## src/rtl/i2s_rx_pkg.sv

```systemverilog
// i2s_rx_pkg: shared constants, state type and counter sizing for the I2S receiver
package i2s_rx_pkg;
  localparam int WIDTH_DEF = 16;
  localparam logic CH_LEFT = 1'b0;
  localparam logic CH_RIGHT = 1'b1;
  typedef enum logic {UNLOCKED, LOCKED} state_t;
  function automatic int cnt_w(input int w);
    return $clog2(w + 1);
  endfunction
endpackage

```

## src/rtl/i2s_rx_sync_edge.sv

```systemverilog
// i2s_rx_sync_edge: N-bit multi-stage synchroniser with aligned output register and rise pulse on bit 0
module i2s_rx_sync_edge #(
  parameter int N = 1,
  parameter int STAGES = 2
) (
  input  logic         clk,
  input  logic         reset,
  input  logic [N-1:0] din,
  output logic [N-1:0] q,
  output logic         rise
);
  logic [STAGES-1:0][N-1:0] sync_q, sync_d;
  logic [N-1:0] q_q, q_d;
  logic rise_q, rise_d;
  always_comb begin
    sync_d = {sync_q[STAGES-2:0], din};
    q_d = sync_q[STAGES-1];
    rise_d = sync_q[STAGES-1][0] & ~q_q[0];
  end
  always_ff @(posedge clk) begin
    if (reset) begin
      sync_q <= '0;
      q_q <= '0;
      rise_q <= 1'b0;
    end else begin
      sync_q <= sync_d;
      q_q <= q_d;
      rise_q <= rise_d;
    end
  end
  assign q = q_q;
  assign rise = rise_q;
endmodule

```

## src/rtl/i2s_rx.sv

```systemverilog
// i2s_rx: I2S receiver deserialising MSB-first slots into left/right pairs over valid/ready
module i2s_rx
  import i2s_rx_pkg::*;
#(
  parameter int WIDTH = WIDTH_DEF,
  parameter int SYNC_STAGES = 2
) (
  input  logic             clk,
  input  logic             reset,
  input  logic             sclk,
  input  logic             lrclk,
  input  logic             sdin,
  output logic [WIDTH-1:0] left,
  output logic [WIDTH-1:0] right,
  output logic             valid,
  input  logic             ready,
  output logic             overrun,
  output logic             frame_err
);
  localparam int CW = cnt_w(WIDTH);
  localparam logic [CW-1:0] FULL = CW'(WIDTH);
  logic [2:0] pins_s;
  logic sclk_rise, lr, d, unused_sclk;
  i2s_rx_sync_edge #(.N(3), .STAGES(SYNC_STAGES)) u_sync (
    .clk  (clk),
    .reset(reset),
    .din  ({sdin, lrclk, sclk}),
    .q    (pins_s),
    .rise (sclk_rise)
  );
  assign unused_sclk = pins_s[0];
  assign lr = pins_s[1];
  assign d = pins_s[2];
  state_t state_q, state_d;
  logic [WIDTH-1:0] shreg_q, shreg_d, l_hold_q, l_hold_d, left_q, left_d, right_q, right_d;
  logic [CW-1:0] cnt_q, cnt_d, cnt_inc;
  logic ch_q, ch_d, lr_prev_q, lr_prev_d, have_l_q, have_l_d;
  logic valid_q, valid_d, overrun_q, overrun_d, frame_err_q, frame_err_d;
  logic locked, room, done, edge_lr, short_slot, new_pair, load;
  always_ff @(posedge clk) begin
    if (reset) state_q <= UNLOCKED;
    else state_q <= state_d;
  end
  always_comb begin
    locked = state_q == LOCKED;
    room = cnt_q < FULL;
    cnt_inc = room ? cnt_q + 1'b1 : cnt_q;
    edge_lr = sclk_rise & (lr != lr_prev_q);
    done = sclk_rise & room & (cnt_inc == FULL);
    short_slot = edge_lr & locked & (cnt_inc != FULL);
    new_pair = locked & done & (ch_q == CH_RIGHT) & have_l_q;
    load = new_pair & (!valid_q | ready);
    state_d = edge_lr ? LOCKED : state_q;
    shreg_d = (sclk_rise & room) ? {shreg_q[WIDTH-2:0], d} : shreg_q;
    cnt_d = edge_lr ? '0 : sclk_rise ? cnt_inc : cnt_q;
    ch_d = edge_lr ? lr : ch_q;
    lr_prev_d = sclk_rise ? lr : lr_prev_q;
    l_hold_d = (locked & done & (ch_q == CH_LEFT)) ? shreg_d : l_hold_q;
    have_l_d = short_slot ? 1'b0 : (locked & done) ? (ch_q == CH_LEFT) : have_l_q;
    left_d = load ? l_hold_q : left_q;
    right_d = load ? shreg_d : right_q;
    valid_d = load | (valid_q & !ready);
    overrun_d = overrun_q | (new_pair & valid_q & !ready);
    frame_err_d = frame_err_q | short_slot;
  end
  always_ff @(posedge clk) begin
    if (reset) begin
      shreg_q <= '0;
      l_hold_q <= '0;
      left_q <= '0;
      right_q <= '0;
      cnt_q <= '0;
      ch_q <= CH_LEFT;
      lr_prev_q <= 1'b0;
      have_l_q <= 1'b0;
      valid_q <= 1'b0;
      overrun_q <= 1'b0;
      frame_err_q <= 1'b0;
    end else begin
      shreg_q <= shreg_d;
      l_hold_q <= l_hold_d;
      left_q <= left_d;
      right_q <= right_d;
      cnt_q <= cnt_d;
      ch_q <= ch_d;
      lr_prev_q <= lr_prev_d;
      have_l_q <= have_l_d;
      valid_q <= valid_d;
      overrun_q <= overrun_d;
      frame_err_q <= frame_err_d;
    end
  end
  assign left = left_q;
  assign right = right_q;
  assign valid = valid_q;
  assign overrun = overrun_q;
  assign frame_err = frame_err_q;
endmodule

```

## config.mk

```make
export PLATFORM = sky130hd
export DESIGN_NAME = i2s_rx
export DESIGN_NICKNAME = d
export VERILOG_FILES = /design/src/rtl/i2s_rx_pkg.sv /design/src/rtl/i2s_rx_sync_edge.sv /design/src/rtl/i2s_rx.sv
export SDC_FILE = /design/constraint.sdc
export NUM_CORES = 1
export LEC_CHECK = 0
export BUFFER_PORTS_ARGS = -buffer_cell sky130_fd_sc_hd__buf_2
export CORE_MARGIN = 2
export CORE_UTILIZATION = 45
export DETAILED_ROUTE_END_ITERATION = 6
export PLACE_DENSITY = 0.75
export SYNTH_ARGS = -nofsm -noshare
export SYNTH_HDL_FRONTEND = slang
export SYNTH_SLANG_ARGS = --single-unit
```

## constraint.sdc

```tcl
create_clock -name clk -period 2.5 [get_ports clk]
set_input_delay 0.5 -clock clk [delete_from_list [all_inputs] [get_ports clk]]
set_output_delay 0.5 -clock clk [all_outputs]
set_load 0.01 [all_outputs]
```

==> results of run 1 <==
final cells by class:
class,count,area [sq um],share of cell area (%)
clock inverters,4,48.8,1.27
repair buffers,47,265,6.90
clock buffers,10,138,3.58
inverters,3,11.3,0.293
flip-flops and latches,86,1720,44.8
multi-input cells,205,1540,39.9
well taps,99,124,3.22
cells by family (layout without fill, tap and decap cells):
group,count (synthesis),after routing,synth area share (%)
mux,50,50,17.2
compound gates,43,43,8.14
xor+xnor,5,5,1.30
fa+ha+maj,1,1,0.372
flops,86,86,51.1
simple gates,106,106,18.5
buf+inv,26,64,3.34
state kept, by name, summed over array words and instances, names as in the netlist:
register	flops
l_hold_q	16
left	16
right	16
shreg_q	16
cnt_q	5
u_sync.q	3
u_sync.q_d	3
u_sync.sync_d	3
ch_q	1
frame_err	1
have_l_q	1
locked	1
lr_prev_q	1
overrun	1
u_sync.rise	1
valid	1
worst min path at each step:
stage / from / to / slack, ns / cells after the start
floorplan: u_sync.q[0]$_SDFF_PP0_ / u_sync.rise$_SDFF_PP0_ / 0.37 / 1
global placement: u_sync.q[0]$_SDFF_PP0_ / u_sync.rise$_SDFF_PP0_ / 0.37 / 1
detailed placement: u_sync.q[0]$_SDFF_PP0_ / u_sync.rise$_SDFF_PP0_ / 0.39 / 1
CTS: sdin / u_sync.sync_d[5]$_SDFF_PP0_ / 0.35 / 2
global route: sclk / u_sync.sync_d[3]$_SDFF_PP0_ / 0.36 / 2
finish: sdin / u_sync.sync_d[5]$_SDFF_PP0_ / 0.36 / 2
worst max-delay path: stages (launching register included):
cell	delay, ns
dfxtp_1	0.46
ha_1	0.30
xor2_1	0.17
or4_1	0.80
o31ai_1	0.33
a21oi_1	0.11
power breakdown:
part           internal, mW  switching [mW]
registers              1.38         0.00816
logic                0.0191          0.0336
clock network         0.476           0.458
total                  1.88           0.500
routing by layer:
| layer | vias up | global-route usage [%] |
|---|---|---|
| li1 | 1186 | - |
| met1 | 1139 | 22.3 |
| met2 | 61 | 24.6 |
| met3 | 10 | 3.51 |
| met4 | 0 | 7.69 |
| met5 | - | 0 |
per-stage QoR:
| step | std cells | total power, mW |
|---|---|---|
| floorplan | 317 | 1.46 |
| global placement | 440 | 1.47 |
| detailed placement | 440 | 1.47 |
| CTS | 454 | 2.39 |
| global route | 454 | 2.46 |
| finish | 454 | 2.37 |
cells in the final DEF, fill, tap and decap left out, types with 2 or more instances in the layout:
cell type,n
a21oi_1,21
o31ai_1,17
nor2b_1,43
clkinv_2,2
clkbuf_8,10
nand3_1,3
nand2_1,3
nand4_1,18
mux2i_1,18
mux2_4,10
buf_4,6
dfxtp_1,86
inv_1,3
mux2_2,22
nand2b_1,3
xor2_1,4
nor2_1,27
buf_2,40
==> impl_metrics.csv, run 1 <==
group,metric,value,unit
placed_design,port_buffers,40,
synth,synth_edf_count,0,
critical_path,end_kind,"register",
sta,slew_headroom,56.1,%
routing,drcViolationCount,0,
global_route,antenna_found_initial,0,
placed_design,gp_congestion,0.799,
synth,synth_top_area_share,51.1,%
synth,yosys-top-cells-count,"dfxtp_1 (86), nor2b_1 (44), nor2_1 (27)",
power,irDropWorstVdd,0.251,mV
die,core,0.00725,sq mm
global_route,grt-ovfl-total,0,
final_layout,drive_gt1_share,27.9,%
placed_design,dpl.hpwl,4.33,mm
clock_tree,htreeDepth,3,
final_layout,diodes,0,
run,maxCapViolations,0,
critical_path,timing.critical_path.to,"left[10]$_SDFFE_PP0P_",
global_route,grt_max_degree,65,
routing,wirelength,6.37,mm
clock_tree,post_cts_buffers,0,
routing,ant_nets,0,
synth,yosys-top-cells-area,"dfxtp_1 (51%), nor2b_1 (8.2%), mux2_2 (7.4%)",
sta,hold_viol_final,0,
global_route,grt_util_all_layers,16.3,%
clock_tree,insertion_delay,0.35,ns
routing,drt-met1-wl,3.17,mm
sta,timing.fmax,437,MHz
sta,min_period,2.29,ns
critical_path,timing.rr.end,"left[10]$_SDFFE_PP0P_",
final_layout,final_cell_area,0.00384,sq mm
final_layout,final_nets,359,
clock_tree,numCtsBuffers,9,
placed_design,dpl_cell_area,0.00366,sq mm
sta,tns,0,ns
critical_path,cp.arrival,2.51,ns
min_path,min_path_type,"input pin to register",
sta,rsz0062_at_grt,"no",
critical_path,critical_path_class,"register to register",
routing,dr.max_layer_used,"met4",
critical_path,worstPathRequired,2.72,ns
synth,ys_types,33,
placed_design,dpl_worst_slack,0.269,ns
clock_tree,clkTransAtPathRegs,0.07,ns
power,powerDensity,618,mW/mm^2
clock_tree,cts_hold_buffers,0,
routing,met3_length,286,um
outcome,status,"complete, no violations",
critical_path,critPathLaunchType,"register",
routing,post_drt_wl_per_cell,14.0,um
clock_tree,cts.repair.resized,0,
critical_path,r2r-start,"cnt_q[0]$_SDFFE_PP0P_",
routing,num_vias,2396,
synth,synth_most_common_cell,"dfxtp_1",
synth,syn_avg_cell_area,10.6,sq um
clock_tree,clock_sinks,86,
critical_path,crit_path_start,"cnt_q[0]$_SDFFE_PP0P_",
synth,async_reset_ff_share,0,%
synth,ys_seq_area_share,51.1,%
sta,holdWs,0.360,ns
die,die_y,90.5,um
synth,synth.largest_area_cell,"dfxtp_1",
synth,syn_inst,317,
routing,met2_length,2.81,mm
die,io_pins,41,
sta,setup_viol,0,
sta,worst_pin_slew,0.657,ns
die,die_area,0.00819,sq mm
die,fp.dieW,90.5,um
final_layout,area_delta_synth_final,14.2,%
synth,ys_seq_elements,86,
synth,yosysWarnings,0,
critical_path,reg2reg_slack,0.21,ns
clock_tree,clockBufferDepth,2,
power,p_leak,1.57,nW
sta,slew_violations,0,
synth,syn_area,0.00337,sq mm
die,fp-row-count,31,
global_route,grt_pass1_vias,2292,
routing,drt_iter0_markers,100,
synth,synth_ff_type,"dfxtp_1",
synth,syn_nets,324,
clock_tree,cts_tree,"built",
final_layout,utilization,53.0,%
sta,finalCritPeriodShare,91.6,%
critical_path,worstPathMaxFanout,17,
routing,avgViaCountPerCell,5.28,
die,initial_core_util,46.4,%
critical_path,worst-r2r-cell-count,5,
final_layout,fillCellCount,666,
sta,clock_skew,0.0107,ns
clock_tree,cts-root-buf,"clkbuf_8",
sta,setup_slack,0.209,ns
global_route,grt_first_pass_wirelength,10.9,mm
routing,drt_first_pass_iters,4,
Note: power is estimated with default switching activity, not from simulation.
==> run 2, diff against run 1 <==
--- a/config.mk
+++ b/config.mk
@@ -5,6 +5,7 @@
 export SDC_FILE = /design/constraint.sdc
 export NUM_CORES = 1
 export LEC_CHECK = 0
+export ABC_AREA = 1
 export BUFFER_PORTS_ARGS = -buffer_cell sky130_fd_sc_hd__buf_2
 export CORE_MARGIN = 2
 export CORE_UTILIZATION = 45
==> run 2 against run 1 <==
- worst setup slack better by 0.42 ns
- flip-flop and latch count stayed put
- die area is 5.4% higher
- global-route usage hardly changed
- non-clock buffer count is 3 lower
- critical endpoint is now left[15]$_SDFFE_PP0P_
==> impl_metrics.csv, run 2 <==
group,metric,value,unit
outcome,status,"complete, no violations",
routing,drt_iter0_markers,132,
synth,ys_seq_elements,86,
run,maxCapViolations,0,
clock_tree,cts_tree,"built",
synth,yosys-top-cells-count,"nor2_1 (113), nand2_1 (112), dfxtp_1 (86)",
clock_tree,cts_hold_buffers,0,
sta,slew_headroom,60.2,%
die,die_area,0.00863,sq mm
clock_tree,cts-root-buf,"clkbuf_8",
min_path,holdPathStages,3,
die,fp.dieW,92.9,um
die,initial_core_util,46.3,%
critical_path,end_kind,"register",
die,io_pins,41,
global_route,grt-ovfl-total,0,
critical_path,crit_top_cell,"nor2_1",
sta,slew_violations,0,
placed_design,gp_congestion,0.798,
sta,rsz0062_at_grt,"no",
global_route,grt_first_pass_wirelength,11.3,mm
sta,min_period,1.87,ns
critical_path,critPathSlowestCell,"dfxtp_1",
critical_path,cp.arrival,2.12,ns
synth,ys_types,28,
synth,yosysWarnings,0,
routing,wirelength,6.46,mm
critical_path,path_depth,9,
critical_path,worstPathRequired,2.74,ns
die,die_y,92.9,um
power,irDropWorstVdd,0.342,mV
critical_path,critPathLaunchType,"register",
clock_tree,clkTransAtPathRegs,0.08,ns
critical_path,crit_path_max_incr_delay,0.42,ns
critical_path,critical_path_class,"register to register",
power,p_leak,2.07,nW
critical_path,worst-r2r-cell-count,9,
synth,syn_area,0.00356,sq mm
die,fp-row-count,32,
sta,hold_viol_final,0,
sta,setup_viol,0,
synth,synth_most_common_cell,"nor2_1",
placed_design,dpl.hpwl,4.38,mm
routing,num_vias,2842,
critical_path,worstPathMaxFanout,46,
die,core,0.00769,sq mm
routing,ant_nets,0,
final_layout,final_cell_mix,"nor2_1 (113), nand2_1 (112), dfxtp_1 (86), inv_1 (78), buf_2 (40)",
critical_path,cp_top_family,"simple AND/OR/NAND/NOR gates",
clock_tree,cts.repair.resized,0,
critical_path,path_buf_inv,1,
sta,worst_pin_slew,0.596,ns
clock_tree,clock_sinks,86,
clock_tree,post_cts_buffers,0,
routing,post_drt_wl_per_cell,10.2,um
synth,yosys-top-cells-area,"dfxtp_1 (48%), nor2_1 (12%), nand2_1 (12%)",
synth,synth_top_area_share,48.4,%
clock_tree,insertion_delay,0.35,ns
global_route,grt_util_all_layers,16.3,%
global_route,antenna_found_initial,0,
synth,synth_ff_type,"dfxtp_1",
sta,timing.fmax,534,MHz
synth,synth.largest_area_cell,"dfxtp_1",
final_layout,final_cell_area,0.00401,sq mm
routing,drcViolationCount,0,
final_layout,diodes,0,
routing,avgViaCountPerCell,4.47,
clock_tree,numCtsBuffers,9,
routing,drt_first_pass_iters,4,
final_layout,final_common_cell,"nor2_1",
synth,synth_edf_count,0,
synth,syn_avg_cell_area,7.20,sq um
clock_tree,htreeDepth,3,
clock_tree,clockBufferDepth,2,
sta,finalCritPeriodShare,74.9,%
synth,async_reset_ff_share,0,%
placed_design,dpl_cell_area,0.00379,sq mm
critical_path,crit_chain,"ha_1 -> nand3_1 -> nand2_1 -> nand3_4 -> nor2_8 -> nand4_4 -> buf_4 -> nor2_1 -> nor2_1",
synth,ys_seq_area_share,48.4,%
power,powerDensity,630,mW/mm^2
final_layout,utilization,52.2,%
synth,syn_nets,501,
global_route,grt_max_degree,47,
min_path,min_path_type,"input pin to register",
final_layout,drive_gt1_share,18.2,%
synth,syn_inst,494,
placed_design,port_buffers,40,
final_layout,final_nets,536,
sta,clock_skew,0.00786,ns
final_layout,area_delta_synth_final,12.7,%
global_route,grt_pass1_vias,2659,
sta,tns,0,ns
run 2: per-layer routing:
metal  GRT usage (%)  part of all wire (%)
met5               0                     0
met4            6.99                   1.1
met2            26.4                    45
met1            21.3                    49
met3            2.93                   5.2
run 2: worst paths after layout:
| kind | startpoint | endpoint | slack [ns] |
|---|---|---|---|
| setup / recovery | cnt_q[0]$_SDFFE_PP0P_ | left[15]$_SDFFE_PP0P_ | 0.63 |
| hold / removal | sclk | u_sync.sync_d[3]$_SDFF_PP0_ | 0.36 |
| setup reg to reg | cnt_q[0]$_SDFFE_PP0P_ | left[15]$_SDFFE_PP0P_ | 0.63 |
| hold reg to reg | u_sync.q[0]$_SDFF_PP0_ | u_sync.rise$_SDFF_PP0_ | 0.39 |
run 2: layout make-up:
type                    instances  area [sq um]
clock buffers                  12           145
clock inverters                 4          70.1
fillers                       771          3680
inverters                      83           315
multi-input cells             305          1400
flip-flops and latches         86          1720
well taps                     102           128
repair buffers                 44           230
run 2: logic make-up after synthesis:
group	Yosys count	synth area share (%)
and+or+nand+nor	263	31.9
buffers and inverters	103	12.2
DFF	86	48.4
AOI/OAI and AO/OA	40	6.86
muxes	1	0.281
adders and majority gates	1	0.352
run 2: where the power goes:
group / switching [mW] / internal (mW) / leakage [nW] / total, mW
registers: 0.00813 / 1.38 / 0.695 / 1.39
logic: 0.0636 / 0.0229 / 1.27 / 0.0865
clock network: 0.460 / 0.588 / 0.110 / 1.05
total: 0.532 / 1.99 / 2.07 / 2.53
run 2: worst min-delay path, delay by kind of cell:
| family | cells | cell delay (ns) |
|---|---|---|
| buffers and inverters | 2 | 0.13 |
| and+or+nand+nor | 1 | 0.03 |
run 2: per-stage QoR:
stage | total power, mW | hold slack [ns] | std cells | setup slack [ns]
finish | 2.53 | 0.358 | 636 | 0.627
floorplan | 1.49 | 0.373 | 494 | 0.883
global route | 2.63 | 0.348 | 636 | 0.451
CTS | 2.55 | 0.347 | 636 | 0.641
global placement | 1.51 | 0.378 | 620 | 0.635
detailed placement | 1.51 | 0.394 | 620 | 0.596
